### config.mk
export PLATFORM = sky130hd
export DESIGN_NAME = fsm_event_decoder_flat
export DESIGN_NICKNAME = d
export VERILOG_FILES = /design/src/rtl/fsm_event_decoder_if.sv /design/src/rtl/fsm_event_decoder.sv /design/src/flat_wrapper.sv
export SDC_FILE = /design/constraint.sdc
export NUM_CORES = 1
export LEC_CHECK = 0
export ABC_AREA = 1
export ABC_CLOCK_PERIOD_IN_PS = 4310
export BUFFER_PORTS_ARGS = -buffer_cell sky130_fd_sc_hd__buf_2
export CORE_MARGIN = 3
export CORE_UTILIZATION = 40
export CTS_BUF_LIST = sky130_fd_sc_hd__clkbuf_4
export CTS_CLUSTER_SIZE = 14
export DETAILED_ROUTE_END_ITERATION = 10
export PLACE_DENSITY = 0.65
export REMOVE_ABC_BUFFERS = 1
export SYNTH_ARGS = -nofsm -noshare
export SYNTH_HDL_FRONTEND = slang
export SYNTH_SLANG_ARGS = --single-unit
### constraint.sdc
create_clock -name clk -period 4.31 [get_ports clk]
set_clock_uncertainty 0.1 [all_clocks]
set_input_delay 0.862 -clock clk [delete_from_list [all_inputs] [get_ports clk]]
set_output_delay 0.862 -clock clk [all_outputs]
set_load 0.005 [all_outputs]
### src/rtl/fsm_event_decoder_if.sv
// Round-report valid/ready channel from fsm_event_decoder to the monitor/scoreboard.
// The decoder drives through the master modport and the consumer uses the slave modport.
interface fsm_event_decoder_if #(
    parameter int CNT_W = 8
);
    logic             rpt_valid;
    logic             rpt_ready;
    logic [CNT_W-1:0] rpt_len;

    modport master (output rpt_valid, output rpt_len, input rpt_ready);
    modport slave  (input rpt_valid, input rpt_len, output rpt_ready);
endinterface

### src/rtl/fsm_event_decoder.sv
// Rebuilds the idle/runa/runb transmitter state from its one-hot transition pulses,
// flags ordering errors and reports each round's length. Optional macro: FSM_DEC_STRICT_IDLE_EN.
module fsm_event_decoder #(
    parameter int CNT_W   = 8,
    parameter int MAX_LEN = 200
) (
    input  logic                clk,
    input  logic                rst,
    input  logic                c,
    input  logic                d,
    input  logic                e,
    input  logic                h,
    input  logic                err_clr,
    output logic [1:0]          trk_state,
    output logic                err,
    output logic [1:0]          err_code,
    fsm_event_decoder_if.master rpt,
    output logic                rpt_ovf,
    output logic [CNT_W-1:0]    round_cnt
);

    typedef enum logic [1:0] {
        S_IDLE = 2'b00,
        S_RUNA = 2'b01,
        S_RUNB = 2'b10,
        S_ERR  = 2'b11
    } state_t;

    typedef enum logic [1:0] {
        E_NONE    = 2'b00,
        E_ILLEGAL = 2'b01,
        E_MULTI   = 2'b10,
        E_TIMEOUT = 2'b11
    } err_code_t;

    localparam logic [CNT_W-1:0] MAX_LEN_C = CNT_W'(MAX_LEN);

    state_t           state_q, state_nxt;
    err_code_t        code_q, code_nxt;
    logic [CNT_W-1:0] len_q, len_nxt;
    logic [CNT_W-1:0] round_cnt_q;
    logic [CNT_W-1:0] rpt_len_q;
    logic             rpt_valid_q;
    logic             rpt_ovf_q;
    logic             round_done;

    logic [2:0] n_pulse;
    logic       multi;
    logic       no_pulse;
    logic       timeout;

    assign n_pulse  = {2'b00, c} + {2'b00, d} + {2'b00, e} + {2'b00, h};
    assign multi    = (n_pulse > 3'd1);
    assign no_pulse = (n_pulse == 3'd0);
    // >= rather than == so a runb entered exactly at the limit still times out.
    assign timeout  = (len_q >= MAX_LEN_C);

    // NOTE: every variable written here gets a default first, so no path leaves it unassigned (no latch).
    always_comb begin
        state_nxt  = state_q;
        code_nxt   = code_q;
        len_nxt    = len_q;
        round_done = 1'b0;
        unique case (state_q)
            S_IDLE: begin
                if (multi) begin
                    state_nxt = S_ERR;
                    code_nxt  = E_MULTI;
                end else if (d) begin
                    state_nxt = S_RUNA;
                    len_nxt   = CNT_W'(1);
                end else if (e || h) begin
                    state_nxt = S_ERR;
                    code_nxt  = E_ILLEGAL;
`ifdef FSM_DEC_STRICT_IDLE_EN
                end else if (no_pulse) begin
                    state_nxt = S_ERR;
                    code_nxt  = E_ILLEGAL;
`endif
                end
            end
            S_RUNA: begin
                if (multi) begin
                    state_nxt = S_ERR;
                    code_nxt  = E_MULTI;
                end else if (e) begin
                    state_nxt = S_RUNB;
                    len_nxt   = len_q + 1'b1;
                end else if (!no_pulse) begin
                    state_nxt = S_ERR;
                    code_nxt  = E_ILLEGAL;
                end else if (timeout) begin
                    state_nxt = S_ERR;
                    code_nxt  = E_TIMEOUT;
                end else begin
                    len_nxt = len_q + 1'b1;
                end
            end
            S_RUNB: begin
                if (multi) begin
                    state_nxt = S_ERR;
                    code_nxt  = E_MULTI;
                end else if (h) begin
                    state_nxt  = S_IDLE;
                    len_nxt    = '0;
                    round_done = 1'b1;
                end else if (!no_pulse) begin
                    state_nxt = S_ERR;
                    code_nxt  = E_ILLEGAL;
                end else if (timeout) begin
                    state_nxt = S_ERR;
                    code_nxt  = E_TIMEOUT;
                end else begin
                    len_nxt = len_q + 1'b1;
                end
            end
            S_ERR: begin
                if (err_clr) begin
                    state_nxt = S_IDLE;
                    code_nxt  = E_NONE;
                    len_nxt   = '0;
                end
            end
            default: state_nxt = S_ERR;
        endcase
    end

    // NOTE: sequential state uses non-blocking assignments so all registers update from pre-edge values.
    always_ff @(posedge clk) begin
        if (rst) begin
            state_q <= S_IDLE;
            code_q  <= E_NONE;
            len_q   <= '0;
        end else begin
            state_q <= state_nxt;
            code_q  <= code_nxt;
            len_q   <= len_nxt;
        end
    end

    // A completion arriving while a report is stuck is counted but its report is dropped.
    always_ff @(posedge clk) begin
        if (rst) begin
            round_cnt_q <= '0;
            rpt_valid_q <= 1'b0;
            rpt_len_q   <= '0;
            rpt_ovf_q   <= 1'b0;
        end else begin
            if (round_done) begin
                round_cnt_q <= round_cnt_q + 1'b1;
            end
            if (round_done && (!rpt_valid_q || rpt.rpt_ready)) begin
                rpt_valid_q <= 1'b1;
                rpt_len_q   <= len_q + 1'b1;
            end else if (round_done) begin
                rpt_ovf_q <= 1'b1;
            end else if (rpt.rpt_ready) begin
                rpt_valid_q <= 1'b0;
            end
        end
    end

    assign trk_state     = state_q;
    assign err           = (state_q == S_ERR);
    assign err_code      = code_q;
    assign rpt.rpt_valid = rpt_valid_q;
    assign rpt.rpt_len   = rpt_len_q;
    assign rpt_ovf       = rpt_ovf_q;
    assign round_cnt     = round_cnt_q;

endmodule

### src/flat_wrapper.sv
// flat-port wrapper written by rule: the top's interface ports become plain ports
module fsm_event_decoder_flat 
#(
    parameter int CNT_W   = 8,
    parameter int MAX_LEN = 200
)
  (clk, rst, c, d, e, h, err_clr, trk_state, err, err_code, rpt_ovf, round_cnt, rpt_rpt_valid, rpt_rpt_len, rpt_rpt_ready);
  fsm_event_decoder_if #(.CNT_W(CNT_W)) rpt_i ();
  input  logic clk;
  input  logic rst;
  input  logic c;
  input  logic d;
  input  logic e;
  input  logic h;
  input  logic err_clr;
  output logic [1:0] trk_state;
  output logic err;
  output logic [1:0] err_code;
  output logic rpt_ovf;
  output logic [CNT_W-1:0] round_cnt;
  output wire logic [$bits(rpt_i.rpt_valid)-1:0] rpt_rpt_valid;
  output wire logic [$bits(rpt_i.rpt_len)-1:0] rpt_rpt_len;
  input wire logic [$bits(rpt_i.rpt_ready)-1:0] rpt_rpt_ready;
  assign rpt_rpt_valid = rpt_i.rpt_valid;
  assign rpt_rpt_len = rpt_i.rpt_len;
  assign rpt_i.rpt_ready = rpt_rpt_ready;
  fsm_event_decoder #(.CNT_W(CNT_W), .MAX_LEN(MAX_LEN)) u_core (.clk(clk), .rst(rst), .c(c), .d(d), .e(e), .h(h), .err_clr(err_clr), .trk_state(trk_state), .err(err), .err_code(err_code), .rpt(rpt_i), .rpt_ovf(rpt_ovf), .round_cnt(round_cnt));
endmodule
* After elaboration in Yosys (flattened, before gate mapping) *
Cells that the tools add are included.
W data, S select, Z words.

operators by class
  reduce and logical (&&, ||, !) cells = 12
  add/subtract/negate cells = 5
  multiplexer cells = 37
  bitwise gates (word level) = 1
  order comparisons = 2
  eq/ne operators = 14

operators with widths
  cell                   count
  $mux W8                9
  $mux W2                19
  $pmux W8 S4            1
  $add A8 B1 Y8 const B  2
  $pmux W2 S4            2
  $ne A2 B2 Y1 const B   6
  $reduce_and A5 Y1      2
  $ne A3 B2 Y1 const B   3
  $ge A8 B8 Y1 const B   1
  $add A3 B1 Y3          2
  $mux W1                6
  $reduce_and A2 Y1      3
  $eq A2 B2 Y1 const B   2
  $ne A4 B2 Y1 const B   1
  $gt A3 B1 Y1 const B   1
  $logic_not A3 Y1       1
  $ne A3 B1 Y1 const B   1
  $add A1 B1 Y2          1
  $eq A2 B1 Y1 const B   1
  $logic_not A2 Y1       1
  $logic_or A1 B1 Y1     2
  $reduce_bool A2 Y1     1
  $logic_and A1 B1 Y1    1
  $logic_not A1 Y1       1
  $not A1 Y1             1

word-level totals
  flip-flop bits (word level) = 30
  output and inout port bits = 23
  logic and storage cells = 78

* Longest topological paths before layout *
  depth after elaboration = 9
  mapped depth = 15
  gate-level depth less buffers = 15

* Least setup slack after synthesis *
OpenSTA, ideal clock, no wires.

  path type = in2reg
  start point = in c
  end point = reg u_core.rpt_len_q[7], in the netlist u_core.rpt.rpt_len[7]
  setup time = 0.113 ns
  path buffers = 1
  setup slack = 1.449 ns
  data arrival time = 2.647 ns
  cell stages on the path = 14
  required time = 4.097 ns
  cell sequence = ha_1 -> inv_1 -> fa_1 -> inv_1 -> ha_1 -> nor2_2 -> nand2_2 -> nand2_4 -> nand2_4 -> nor2_4 -> buf_6 -> inv_2 -> a21oi_2 -> nor2_1

on the way
  word-level cells in the longest chain between the ends = 7

ends and longest elaborated chain
  item                        line                      source
  start: declaration          flat_wrapper.sv:11        input logic c;
  $add A1 B1 Y2               fsm_event_decoder.sv:52   assign n_pulse = {2'b00, c} + {2'b00, d} + {2'b00, e} + {2'b00, h};
  $add A3 B1 Y3 (2 in a row)  fsm_event_decoder.sv:52
  $gt A3 B1 Y1                fsm_event_decoder.sv:53   assign multi = (n_pulse > 3'd1);
  $mux W1                     fsm_event_decoder.sv:100  if (multi) begin
  $mux W1                     fsm_event_decoder.sv:64   unique case (state_q)
  $logic_and A1 B1 Y1         fsm_event_decoder.sv:152  if (round_done && (!rpt_valid_q || rpt.rpt_ready)) begin
  end signal: assignment      fsm_event_decoder.sv:154  rpt_len_q <= len_q + 1'b1;
  end: declaration            fsm_event_decoder.sv:42   logic [CNT_W-1:0] rpt_len_q;

Every way passes these cells.
A chain may end at the register's enable or synchronous reset.

* Worst setup path after layout *
  start point = in d
  end point = reg u_core.rpt_len_q[6], in the netlist u_core.rpt.rpt_len[6]

on the way
  word-level cells in the longest chain between the ends = 7

ends and longest elaborated chain
  item                        line                      source
  start: declaration          flat_wrapper.sv:12        input logic d;
  $add A1 B1 Y2               fsm_event_decoder.sv:52
  $add A3 B1 Y3 (2 in a row)  fsm_event_decoder.sv:52
  $gt A3 B1 Y1                fsm_event_decoder.sv:53
  $mux W1                     fsm_event_decoder.sv:100
  $mux W1                     fsm_event_decoder.sv:64
  $logic_and A1 B1 Y1         fsm_event_decoder.sv:152

Every way passes these cells.

==> reports/qor.yml <==
hold_path:
  min_to: "u_core.rpt_ovf"
  hold_path_class: "register to register"
  hold_start: "u_core.rpt_ovf"
  min_path_cells: 1
die:
  start_util: 0.425
  fp.dieArea_um2: 5610
  top_level_ports: 31
  die_h_um: 74.9
  die_x_um: 74.9
  core_area_um2: 4470
  fp-row-count: 24
cts:
  cts_sinks: 30
  cts_setup_buffers: 0
  hold_buffers: 0
  clk_path_buf_depth: 2
  clockRootBuffer: "clkbuf_4"
  tritoncts: "built"
  clk_pin_slew_ns: 0.10
  post_cts_resized: 0
  h-tree-depth: 2
  clk_latency_ns: 0.34
  numCtsBuffers: 5
worst_setup_path:
  r2r_start: "u_core.trk_state[1]"
  crit_start: "d"
  r2r_slack_ns: 2.48
  worstPathMaxFanout: 16
  cp-start-kind: "input port"
  critPathMaxStageDelay_ns: 0.40
  r2r_cells: 9
  critPathArrivalTime_ns: 3.13
  crit_family: "adder cells"
  r2r-end: "u_core.len_q[1]"
  critical_path.cell_chain: "buf_2 > ha_1 > inv_1 > fa_1 > inv_1 > ha_1 > nor2_2 > nand2_2 > nand2_4 > nand2_4 > nor2_4 > o21ai_0 > a31oi_1"
  worst_path_max_delay_cell: "fa_1"
  cp-end-kind: "register"
  required_ns: 4.49
  cp_num_buf_inv: 3
  critPathKind: "input port to register"
global_routing:
  antenna_found_initial: 0
  grtUsageTotal: 0.163
  gr-total-overflow: 0
  grt_pass1_wl_um: 7010
  grt_pass1_vias: 1629
  grt_max_degree: 22
place:
  hpwl_um: 3280
  globalplace.congestion: 0.864
  io_buffers: 30
timing:
  grt_setup_unrepaired: "no"
  final_max_slew_viol_count: 0
  tns_ns: 0
  setup_violations: 0
  finalCritPeriodShare: 0.685
  slew_headroom: 0.600
  fmax_mhz: 339
  hold_viol: 0
  fin_crit_ns: 2.95
  worstMarginPinSlew_ns: 0.600
yosys:
  ys_types: 33
  ys_seq_area_frac: 0.316
  netlist_instances: 289
  syn_area_um2: 1900
  synth_warnings: 0
  ys_ff_latch: 30
  syn_area_per_cell_um2: 6.58
layout:
  area_delta_synth_final_pct: 13.6
  final_common_cell: "nand2_1"
  insertedDiodeCount: 0
  layout_common_cells: "nand2_1 (75), inv_1 (48), nor2_1 (32)"
  final_util: 0.482
  drive_above_1_share: 0.168
  final_nets: 340
drt:
  vias_per_cell: 4.80
  via_count: 1794
  dr.pass1.iters: 4
  wirelength_um: 4170
  routedWlPerCell_um: 11.2
  drc: 0
  drt_iter0_drc: 58
  detail-route-antenna-nets: 0
power:
  ir_drop_mv: 0.245
  leakagePower_uw: 0.00112
  powerDensity_nw_per_um2: 471
outcome:
  status: "finished clean"
job:
  cap_violations: 0
-- cells by family after synthesis --
| logic type | count (synthesis) | synth area share |
|---|---|---|
| buffers and inverters | 54 | 0.115 |
| DFF | 30 | 0.316 |
| adders and majority gates | 11 | 0.0764 |
| xor gates and xnor gates | 3 | 0.0138 |
| and+or+nand+nor | 140 | 0.329 |
| AOI/OAI and AO/OA | 51 | 0.150 |
-- routing by layer --
layer  GRT usage  share of wire  wire length, µm
met5           0              0                0
met4      0.0850          0.018               74
met3      0.0360          0.032              132
met2       0.255           0.45             1860
met1       0.210           0.50             2100
-- flip-flops by register name, summed over array words and instances, names as in the netlist --
signal	cells
u_core.err_code	2
u_core.len_q	8
u_core.round_cnt	8
u_core.rpt.rpt_len	8
u_core.rpt.rpt_valid	1
u_core.rpt_ovf	1
u_core.trk_state	2
-- cells in the mapped netlist (all sizes together) --
library cell  number  area (µm²)
o211ai             1        7.51
o21ai             19         103
inv               49         184
ha                10         125
buf                3        27.5
o21a               2        15.0
clkbuf             2        7.51
a31oi              1        6.26
xor2               1        8.76
or2                1        6.26
dfxtp             30         601
o31ai              1        7.51
nor3b              1        12.5
nand2             79         317
xnor2              2        17.5
nor3               2        21.3
nand3             17        90.1
nor2              34         138
a21oi             27         146
nand4              3        18.8
fa                 1        20.0
and3               1        6.26
nand3b             2        15.0
-- worst max-delay path by stage --
stage	end	slack, ns	cells past startpoint
2_1_floorplan	u_core.rpt.rpt_len[6]	1.38	12
3_3_place_gp	u_core.rpt.rpt_len[6]	1.11	13
3_5_place_dp	u_core.rpt.rpt_len[6]	1.00	13
4_1_cts	u_core.rpt.rpt_len[6]	1.36	13
5_1_grt	u_core.rpt.rpt_len[6]	1.15	13
6_report	u_core.rpt.rpt_len[6]	1.36	13
-- worst reg2reg max path, cell delays in order (launching register included) --
cell and delay [ns]:
dfxtp_1 0.42, inv_1 0.12, ha_1 0.21, inv_1 0.12, nand3b_1 0.10, nand3_1 0.11
nand2_2 0.12, nor2_1 0.29, a21oi_1 0.11, nor2_1 0.10
-- metrics by stage --
step | worst slack [ns] | instances | hold slack (ns) | instance area, µm² | total power (µW)
final | 1.36 | 374 | 0.389 | 2160 | 1020
after global placement | 1.11 | 366 | 0.346 | 2080 | 791
after CTS | 1.36 | 374 | 0.403 | 2160 | 1020
after global routing | 1.15 | 374 | 0.434 | 2160 | 1110
after floorplan | 1.38 | 284 | 0.362 | 1870 | 676
after detailed placement | 1.00 | 366 | 0.379 | 2080 | 794
-- report_power, final --
group	switching (µW)	internal [µW]	leakage, µW	total (µW)
registers	27.8	311	0.000243	339
logic	285	164	0.000834	448
clock network	109	120	0.0000450	229
-- final cells by class --
type	count	area, µm²
clock buffers	5	37.5
clock inverters	3	40.0
fillers	463	2320
inverters	49	184
multi-input cells	205	1080
flip-flops and latches	30	601
well taps	52	65.1
repair buffers	30	150
(Power assumes the default switching activity.)
